<file path="src/rtl/parking_pkg.sv">
// Shared types for the parking allocator: controller states, result codes
// and the mapping from (state, result) to the three status LEDs.
package parking_pkg;

    typedef enum logic [1:0] {
        ST_OFF   = 2'd0,
        ST_IDLE  = 2'd1,
        ST_CHECK = 2'd2,
        ST_SHOW  = 2'd3
    } state_t;

    typedef enum logic [2:0] {
        CODE_NONE         = 3'd0,
        CODE_GRANT_CHOSEN = 3'd1,
        CODE_GRANT_ALT    = 3'd2,
        CODE_NO_SPACE     = 3'd3,
        CODE_INVALID      = 3'd4,
        CODE_EXIT_OK      = 3'd5,
        CODE_EXIT_ERR     = 3'd6
    } code_t;

    typedef struct packed {
        logic power;
        logic wrong;
        logic green;
    } leds_t;

    function automatic leds_t led_encode(state_t s, code_t c);
        leds_t l;
        l = '{power: 1'b1, wrong: 1'b0, green: 1'b0};
        case (s)
            ST_OFF:  l = '{power: 1'b0, wrong: 1'b1, green: 1'b0};
            ST_SHOW: begin
                if (c == CODE_GRANT_CHOSEN || c == CODE_GRANT_ALT || c == CODE_EXIT_OK)
                    l.green = 1'b1;
                else
                    l.wrong = 1'b1;
            end
            default: ;
        endcase
        return l;
    endfunction

endpackage

</file>
<file path="src/rtl/tick_timer.sv">
// Free-running divider producing a one-cycle pulse every TICK_DIV clocks;
// clr restarts the count so the first pulse lands TICK_DIV cycles after release.
module tick_timer #(
    parameter int TICK_DIV = 50_000_000
) (
    input  logic clk,
    input  logic reset,
    input  logic clr,
    output logic sec_pulse
);

    localparam int W = (TICK_DIV > 1) ? $clog2(TICK_DIV) : 1;
    localparam logic [W-1:0] LAST = W'(TICK_DIV - 1);

    logic [W-1:0] cnt;

    always_ff @(posedge clk or posedge reset) begin
        if (reset)
            cnt <= '0;
        else if (clr || cnt == LAST)
            cnt <= '0;
        else
            cnt <= cnt + W'(1);
    end

    assign sec_pulse = !clr && (cnt == LAST);

endmodule

</file>
<file path="src/rtl/parking_allocator.sv">
// Multi-floor parking allocator: accepts entry/exit requests, allocates or
// frees spaces, and holds each result on the display for a timed period.
module parking_allocator
    import parking_pkg::*;
#(
    parameter int NUM_FLOORS    = 4,
    parameter int CAP           = 8,
    parameter int SPECIAL_FLOOR = 0,
    parameter int TICK_DIV      = 50_000_000,
    parameter int HOLD_SEC      = 3,
    parameter int ERR_SEC       = 5,
    localparam int FW = (NUM_FLOORS > 1) ? $clog2(NUM_FLOORS) : 1,
    localparam int CW = $clog2(CAP + 1),
    localparam int TW = $clog2(NUM_FLOORS * CAP + 1)
) (
    input  logic                     clk,
    input  logic                     reset,
    input  logic                     power,
    input  logic                     req_valid,
    output logic                     req_ready,
    input  logic                     req_exit,
    input  logic [FW-1:0]            req_floor,
    input  logic                     req_special,
    input  logic                     req_id_ok,
    output logic                     resp_valid,
    output logic [2:0]               resp_code,
    output logic [FW-1:0]            resp_floor,
    output logic [NUM_FLOORS*CW-1:0] free_cnt,
    output logic [TW-1:0]            total_free,
    output logic                     red_power_led,
    output logic                     red_wrong_led,
    output logic                     green_led
);

    localparam int MAX_SEC = (HOLD_SEC > ERR_SEC) ? HOLD_SEC : ERR_SEC;
    localparam int SW      = $clog2(MAX_SEC + 1);
    localparam logic [FW-1:0] SPECIAL   = FW'(SPECIAL_FLOOR);
    localparam logic [CW-1:0] FULL      = CW'(CAP);
    localparam logic [SW-1:0] HOLD_LAST = SW'(HOLD_SEC - 1);
    localparam logic [SW-1:0] ERR_LAST  = SW'(ERR_SEC - 1);

    state_t        state, state_next;
    code_t         code_q, code_next, code_d;
    leds_t         leds_q;
    logic [FW-1:0] floor_q, floor_d, resp_floor_q, alt_floor;
    logic          exit_q, special_q, id_ok_q;
    logic [CW-1:0] free [NUM_FLOORS];
    logic [TW-1:0] total_q;
    logic [SW-1:0] sec_cnt;
    logic          resp_valid_q;
    logic          accept, commit, sec_pulse, hold_done;
    logic          floor_ok, chosen_has, chosen_full, special_has, alt_found;
    logic          inc_d, dec_d;

    assign req_ready = (state == ST_IDLE) && power;
    assign accept    = req_valid && req_ready;
    assign commit    = (state == ST_CHECK) && power;

    tick_timer #(
        .TICK_DIV (TICK_DIV)
    ) u_tick (
        .clk       (clk),
        .reset     (reset),
        .clr       (state != ST_SHOW),
        .sec_pulse (sec_pulse)
    );

    // Seconds elapsed in SHOW; invalid results get the longer hold
    always_ff @(posedge clk or posedge reset) begin
        if (reset)
            sec_cnt <= '0;
        else if (state != ST_SHOW)
            sec_cnt <= '0;
        else if (sec_pulse)
            sec_cnt <= sec_cnt + SW'(1);
    end

    assign hold_done = sec_pulse &&
                       (sec_cnt == ((code_q == CODE_INVALID) ? ERR_LAST : HOLD_LAST));

    always_ff @(posedge clk or posedge reset) begin
        if (reset) begin
            exit_q    <= 1'b0;
            floor_q   <= '0;
            special_q <= 1'b0;
            id_ok_q   <= 1'b0;
        end else if (accept) begin
            exit_q    <= req_exit;
            floor_q   <= req_floor;
            special_q <= req_special;
            id_ok_q   <= req_id_ok;
        end
    end

    // Free-floor search; descending scan leaves the lowest-index candidate
    always_comb begin
        chosen_has  = 1'b0;
        chosen_full = 1'b0;
        alt_found   = 1'b0;
        alt_floor   = '0;
        floor_ok    = int'(floor_q) < NUM_FLOORS;
        special_has = free[SPECIAL_FLOOR] != '0;
        for (int i = NUM_FLOORS - 1; i >= 0; i--) begin
            if (FW'(i) == floor_q) begin
                chosen_has  = free[i] != '0;
                chosen_full = free[i] == FULL;
            end else if (free[i] != '0) begin
                alt_found = 1'b1;
                alt_floor = FW'(i);
            end
        end
    end

    always_comb begin
        code_d  = CODE_NONE;
        floor_d = floor_q;
        inc_d   = 1'b0;
        dec_d   = 1'b0;
        if (!floor_ok || (!exit_q && !id_ok_q)) begin
            code_d = CODE_INVALID;
        end else if (exit_q) begin
            if (chosen_full) begin
                code_d = CODE_EXIT_ERR;
            end else begin
                code_d = CODE_EXIT_OK;
                inc_d  = 1'b1;
            end
        end else if (special_q && special_has) begin
            floor_d = SPECIAL;
            code_d  = (floor_q == SPECIAL) ? CODE_GRANT_CHOSEN : CODE_GRANT_ALT;
            dec_d   = 1'b1;
        end else if (chosen_has) begin
            code_d = CODE_GRANT_CHOSEN;
            dec_d  = 1'b1;
        end else if (alt_found) begin
            floor_d = alt_floor;
            code_d  = CODE_GRANT_ALT;
            dec_d   = 1'b1;
        end else begin
            code_d = CODE_NO_SPACE;
        end
    end

    // Counts survive power loss; only reset refills every floor
    always_ff @(posedge clk or posedge reset) begin
        if (reset) begin
            for (int i = 0; i < NUM_FLOORS; i++)
                free[i] <= FULL;
            total_q <= TW'(NUM_FLOORS * CAP);
        end else if (commit) begin
            for (int i = 0; i < NUM_FLOORS; i++) begin
                if (FW'(i) == floor_d) begin
                    if (inc_d)
                        free[i] <= free[i] + CW'(1);
                    else if (dec_d)
                        free[i] <= free[i] - CW'(1);
                end
            end
            if (inc_d)
                total_q <= total_q + TW'(1);
            else if (dec_d)
                total_q <= total_q - TW'(1);
        end
    end

    always_comb begin
        state_next = state;
        if (!power) begin
            state_next = ST_OFF;
        end else begin
            case (state)
                ST_OFF:   state_next = ST_IDLE;
                ST_IDLE:  if (req_valid) state_next = ST_CHECK;
                ST_CHECK: state_next = ST_SHOW;
                ST_SHOW:  if (hold_done) state_next = ST_IDLE;
                default:  state_next = ST_OFF;
            endcase
        end
    end

    always_comb begin
        code_next = code_q;
        if (state_next == ST_OFF || state_next == ST_IDLE)
            code_next = CODE_NONE;
        else if (commit)
            code_next = code_d;
    end

    always_ff @(posedge clk or posedge reset) begin
        if (reset) begin
            state        <= ST_OFF;
            code_q       <= CODE_NONE;
            resp_floor_q <= '0;
            resp_valid_q <= 1'b0;
            leds_q       <= '{power: 1'b0, wrong: 1'b1, green: 1'b0};
        end else begin
            state        <= state_next;
            code_q       <= code_next;
            resp_valid_q <= commit;
            leds_q       <= led_encode(state_next, code_next);
            if (commit)
                resp_floor_q <= floor_d;
        end
    end

    for (genvar g = 0; g < NUM_FLOORS; g++) begin : g_pack
        assign free_cnt[g*CW +: CW] = free[g];
    end

    assign total_free    = total_q;
    assign resp_valid    = resp_valid_q;
    assign resp_code     = code_q;
    assign resp_floor    = resp_floor_q;
    assign red_power_led = leds_q.power;
    assign red_wrong_led = leds_q.wrong;
    assign green_led     = leds_q.green;

endmodule

</file>
<file path="config.mk">
export PLATFORM = sky130hd
export DESIGN_NAME = parking_allocator
export DESIGN_NICKNAME = d
export VERILOG_FILES = /design/src/rtl/parking_pkg.sv /design/src/rtl/tick_timer.sv /design/src/rtl/parking_allocator.sv
export SDC_FILE = /design/constraint.sdc
export NUM_CORES = 1
export LEC_CHECK = 0
export CAP_MARGIN = 20
export CORE_MARGIN = 10
export CORE_UTILIZATION = 57
export CTS_CLUSTER_SIZE = 28
export DETAILED_ROUTE_END_ITERATION = 6
export GPL_ROUTABILITY_DRIVEN = 0
export PLACE_DENSITY = 0.86
export SYNTH_ARGS = -nofsm -noshare
export SYNTH_HDL_FRONTEND = slang
export SYNTH_SLANG_ARGS = --single-unit
</file>
<file path="constraint.sdc">
create_clock -name clk -period 4.5 [get_ports clk]
set_input_delay 1.125 -clock clk [delete_from_list [all_inputs] [get_ports clk]]
set_output_delay 1.125 -clock clk [all_outputs]
set_load 0.05 [all_outputs]
</file>
# == After elaboration in Yosys (flattened, before gate mapping) ==
# Cells that the tools add are included.
# op_classes
n_addsub,12
n_eq_ne,22
mux,68
reduce_logical,29
# op_table
op,n
2-bit two-way mux,20
4-bit two-way mux,8
1-bit two-way mux,28
"26-bit by 1-bit adder with 26-bit output, second input constant",1
"26-bit equality test, second input constant",1
26-bit two-way mux,1
3-bit two-way mux,7
"4-bit by 1-bit adder with 4-bit output, second input constant",4
"4-bit equality test, second input constant",4
4-bit nonzero test,4
"4-bit by 1-bit subtractor with 4-bit output, second input constant",4
6-bit two-way mux,2
3-bit AND reduction,4
"2-bit equality test, first input constant",4
2-bit zero test,4
2-bit one-hot mux with 4 select lines,1
1-bit logical AND,7
"6-bit by 1-bit adder with 6-bit output, second input constant",1
"2-bit equality test, second input constant",3
"3-bit equality test, second input constant",2
"6-bit by 1-bit subtractor with 6-bit output, second input constant",1
"1-bit by 2-bit equality test with 1-bit output, first input constant",2
"2-bit by 1-bit equality test with 1-bit output, second input constant",2
1-bit logical OR,4
9 further kinds,12
# totals
register_bits,67
input_bits,9
output_inout_bits,32
elab_cells,149

# == Logic depth before layout (Yosys ltp) ==
# logic_depth
depth_word,21
depth_mapped,13
mapped_depth_nobuf,13

# == Modules after synthesis ==
# A second synthesis with hierarchy kept.
# unflattened
cells_unflattened,392
area_unflattened_um2,4062.6
# modules_own_cells
module,instances,cells_per_inst,area_per_inst_um2,seq_area_each_um2
parking_allocator,1,246,2688.8,1033.5
tick_timer,1,146,1373.8,650.6

# == Worst setup path before layout ==
# OpenSTA, ideal clock, no wires.
# synth_path
path_type,reg-to-reg
from,reg free (netlist bit free_cnt[8])
to,reg total_q[5] (netlist: total_free[5])
setup_ps,88
arrival_ps,3456
required_time_ps,4412
slack_ps,956
path_stages_with_launch,13
path_buffers,0
synth_period_minus_slack_ps,3544
path_cell_list,dfrtp_1 or4b_2 a21oi_1 o31ai_2 nand2_1 ha_1 a21o_1 a21oi_1 o21bai_1 a21oi_1 xnor2_1 nand2_1 xnor2_1
# synth_via
elab_chain_cells,14
elab_cells_between_ends,25
classes_between,1 x eq/ne; 21 x mux; 3 x reduce/logical
# synth_lines
element,line_no,text
start: declaration,parking_allocator.sv:47,logic [CW-1:0] free [NUM_FLOORS];
start signal: indexed assignment,parking_allocator.sv:154,free[i] <= free[i] + CW'(1);
start signal: indexed assignment,parking_allocator.sv:156,free[i] <= free[i] - CW'(1);
4-bit nonzero test,"parking_allocator.sv:105, parking_allocator.sv:107",
1-bit two-way mux,parking_allocator.sv:107,end else if (free[i] != '0) begin
1-bit two-way mux,parking_allocator.sv:104,if (FW'(i) == floor_q) begin
1-bit two-way mux,parking_allocator.sv:107,
1-bit two-way mux,parking_allocator.sv:104,
1-bit two-way mux,parking_allocator.sv:107,
1-bit two-way mux,parking_allocator.sv:104,
1-bit two-way mux,parking_allocator.sv:135,end else if (alt_found) begin
1-bit two-way mux,parking_allocator.sv:132,end else if (chosen_has) begin
1-bit two-way mux,parking_allocator.sv:128,end else if (special_q && special_has) begin
1-bit two-way mux,parking_allocator.sv:121,end else if (exit_q) begin
1-bit two-way mux,parking_allocator.sv:119,if (!floor_ok || (!exit_q && !id_ok_q)) begin
2-bit nonzero test (no line),--,
2-bit AND reduction (no line),--,
end signal: assignment,parking_allocator.sv:149,total_q <= TW'(NUM_FLOORS * CAP);
end signal: assignment,parking_allocator.sv:160,total_q <= total_q + TW'(1);
end signal: assignment,parking_allocator.sv:162,total_q <= total_q - TW'(1);
end: declaration,parking_allocator.sv:48,logic [TW-1:0] total_q;
# Several ways; a longest one is shown, not always the timed one.
# A chain may end at the register's enable or synchronous reset.

# == Worst setup path after layout ==
# layout_path
from,in power
to,out req_ready
# layout_via
elab_chain_cells,1
# layout_lines
element,line_no,text
start: declaration,parking_allocator.sv:18,"input logic power,"
1-bit logical AND,parking_allocator.sv:55,assign req_ready = (state == ST_IDLE) && power;
end: declaration,parking_allocator.sv:20,"output logic req_ready,"
# Every way passes these cells.

==> impl_metrics.toml <==
[status]
status = "finished, final reports clean"

[sta]
fin_crit_sh_pct = 83.6
hold_violations = 0
fin_worst_skew_ns = 0.00923
finalSetupViolCount = 0
max_freq_ghz = 0.266
fin_crit_ns = 3.76
tns_ns = 0
rsz0062_at_grt = "no"
relSlewSlack_pct = 40.9
worst_slack_ns = 0.739
worst_slew_pin_slew_ns = 0.878
drv_slew = 0

[routing]
num_vias = 2989
drc = 0
ant_nets = 0
first_pass_iters = 4
wl_per_cell_um = 15.9
avgViaCountPerCell = 5.97
finalWirelength_um = 7970
drt_iter0_markers = 175

[global_route]
grt_pass1_wl_um = 13700
grt_pass1_vias = 2986
grt.total_usage_pct = 16.2
grt_overflow = 0
antenna_found_initial = 0
grt_start_max_net_pins = 53

[logic_synthesis]
synth-seq-area-share_pct = 43.7
async_flop_share_pct = 100
synth_edf_count = 0
syn_area_um2 = 3850
ys.flop_type = "dfrtp_1"
synth-warning-count = 0
synth.net_count = 402
syn_avg_cell_area_um2 = 10.4
synthCells = 371
synth_cell_types = 61
ys_ff_latch = 67

[placement]
dp.cells = 484
dpl_cell_area_um2 = 4350
place_ws_ns = 0.702
port_buffers = 40
hpwlAfterDp_um = 5810

[pwr]
ir_drop_uv = 545
p_leak_nw = 1.96
powerDensity_nw_per_um2 = 605

[final_layout]
fin_area_um2 = 4540
fin_util_pct = 70.3
layout_commonest_cell = "dfrtp_1"
nFillCells = 490
nets = 450
syn2layout_area_growth_pct = 17.9
antenna_cells = 0
final_cells = 501
layout_common_cells = "dfrtp_1 (61), nor2_1 (43), clkdlybuf4s50_1 (40)"
layout-drive-gt1-share_pct = 14.9

[run]
max_cap_viol_count = 0

[worst_setup_path]
critPathArrivalTime_ns = 2.64
endpoint_kind = "output pin"
crit_path_max_fanout = 4
crit_required_ns = 3.38
r2r_setup_slack_ns = 1.13
criticalPathCategory = "in -> out"
start_kind = "primary input"

[floorplanning]
dieArea_um2 = 10500
core_area_um2 = 6460
row_count = 29
io_pins = 41
die_width_um = 102
chipHeight_um = 102
start_util_pct = 59.7

[clock_network]
cts_buffer_depth = 2
clockRootBuffer = "clkbuf_8"
post_cts_resized = 0
clkLatencyLatePin_ns = 0.34
cts_tree = "built"
postCtsSetupBuffers = 0
cts_hold_buf = 0
clk_pin_slew_ns = 0.06
cts_buffers = 9
cts.sinks = 67
htreeDepth = 3

[hold_path]
hp-class = "reg -> reg"
## per-layer routing
metal	vias to the layer above	track usage, %	wire length [µm]
li1	1419	-	-
met1	1475	19.6	3510
met2	91	26.1	3890
met3	4	6.14	538
met4	0	5.21	39
met5	-	0	0
## cell usage after synthesis (all sizes together), types with 2 or more instances
master / instances / share of area, %
a211oi: 2 / 0.39
a21o: 6 / 1.2
a21oi: 15 / 2.0
a311oi: 4 / 0.91
and3: 8 / 1.3
and3b: 2 / 0.45
clkbuf: 8 / 0.81
dfrtp: 61 / 40
dfstp: 6 / 4.1
fa: 5 / 2.6
ha: 17 / 5.5
inv: 8 / 0.78
mux2: 16 / 4.9
mux2i: 2 / 0.52
nand2: 26 / 2.5
nand2b: 2 / 0.32
nand3: 19 / 2.5
nand4: 5 / 0.81
nor2: 44 / 4.3
nor2b: 3 / 0.49
nor3: 10 / 1.3
nor3b: 3 / 0.71
nor4: 6 / 1.5
nor4b: 4 / 1.1
o21ai: 8 / 1.0
o41ai: 3 / 0.88
or2: 5 / 0.81
or4: 5 / 1.2
or4b: 2 / 0.52
xnor2: 19 / 4.3
xor2: 29 / 6.6
## power breakdown
group          switching [mW]  internal (mW)  leakage [nW]
sequential              0.172          0.718         0.881
clock                   0.221          0.212        0.0928
combinational           0.854          0.573         0.990
## sequential cells by signal, indices dropped and copies added, names as in the netlist, 2 cells and up
| name | flops |
|---|---|
| sec_cnt | 3 |
| u_tick.cnt | 26 |
| resp_floor | 2 |
| resp_code | 3 |
| floor_q | 2 |
| total_free | 6 |
| state | 2 |
| free_cnt | 16 |
## cell type report
| cell class | count | area [µm²] | area share, % |
|---|---|---|---|
| multi-input combinational | 286 | 2100 | 46.2 |
| inverter | 9 | 33.8 | 0.744 |
| clock buffer | 11 | 141 | 3.11 |
| clock inverter | 5 | 28.8 | 0.633 |
| tap | 77 | 96.3 | 2.12 |
| timing repair buffer | 46 | 458 | 10.1 |
| sequential | 67 | 1680 | 37.1 |
## critical path, cell delays in order
cell and delay, ns:
clkdlybuf4s50_1 0.51, and3b_1 0.19, clkdlybuf4s50_1 0.80
## path summary, 6_finish.rpt
check | from | endpoint | cells past startpoint
setup / recovery | power | req_ready | 3
max in group asynchronous | reset | free_cnt[15] | 3
hold reg to reg | u_tick.cnt[0] | u_tick.cnt[0] | 1
setup reg to reg | u_tick.cnt[0] | green_led | 13
min in group asynchronous | reset | u_tick.cnt[19] | 2
hold / removal | u_tick.cnt[0] | u_tick.cnt[0] | 1
## cells by family after synthesis
logic type      after synthesis  share of synthesized area, %
simple gates                147                          20.5
flops                        67                          43.7
compound gates               51                          9.61
xor+xnor                     48                          10.9
fa+ha+maj                    22                          8.11
buf+inv                      18                          1.82
mux                          18                          5.39
## through the flow
stage / total power, mW / hold WS [ns]
2_1_floorplan: 1.92 / 0.448
3_3_place_gp: 2.27 / 0.466
3_5_place_dp: 2.32 / 0.473
4_1_cts: 2.77 / 0.482
5_1_grt: 2.94 / 0.512
6_report: 2.75 / 0.478
Note: power is estimated with default switching activity, not from simulation.
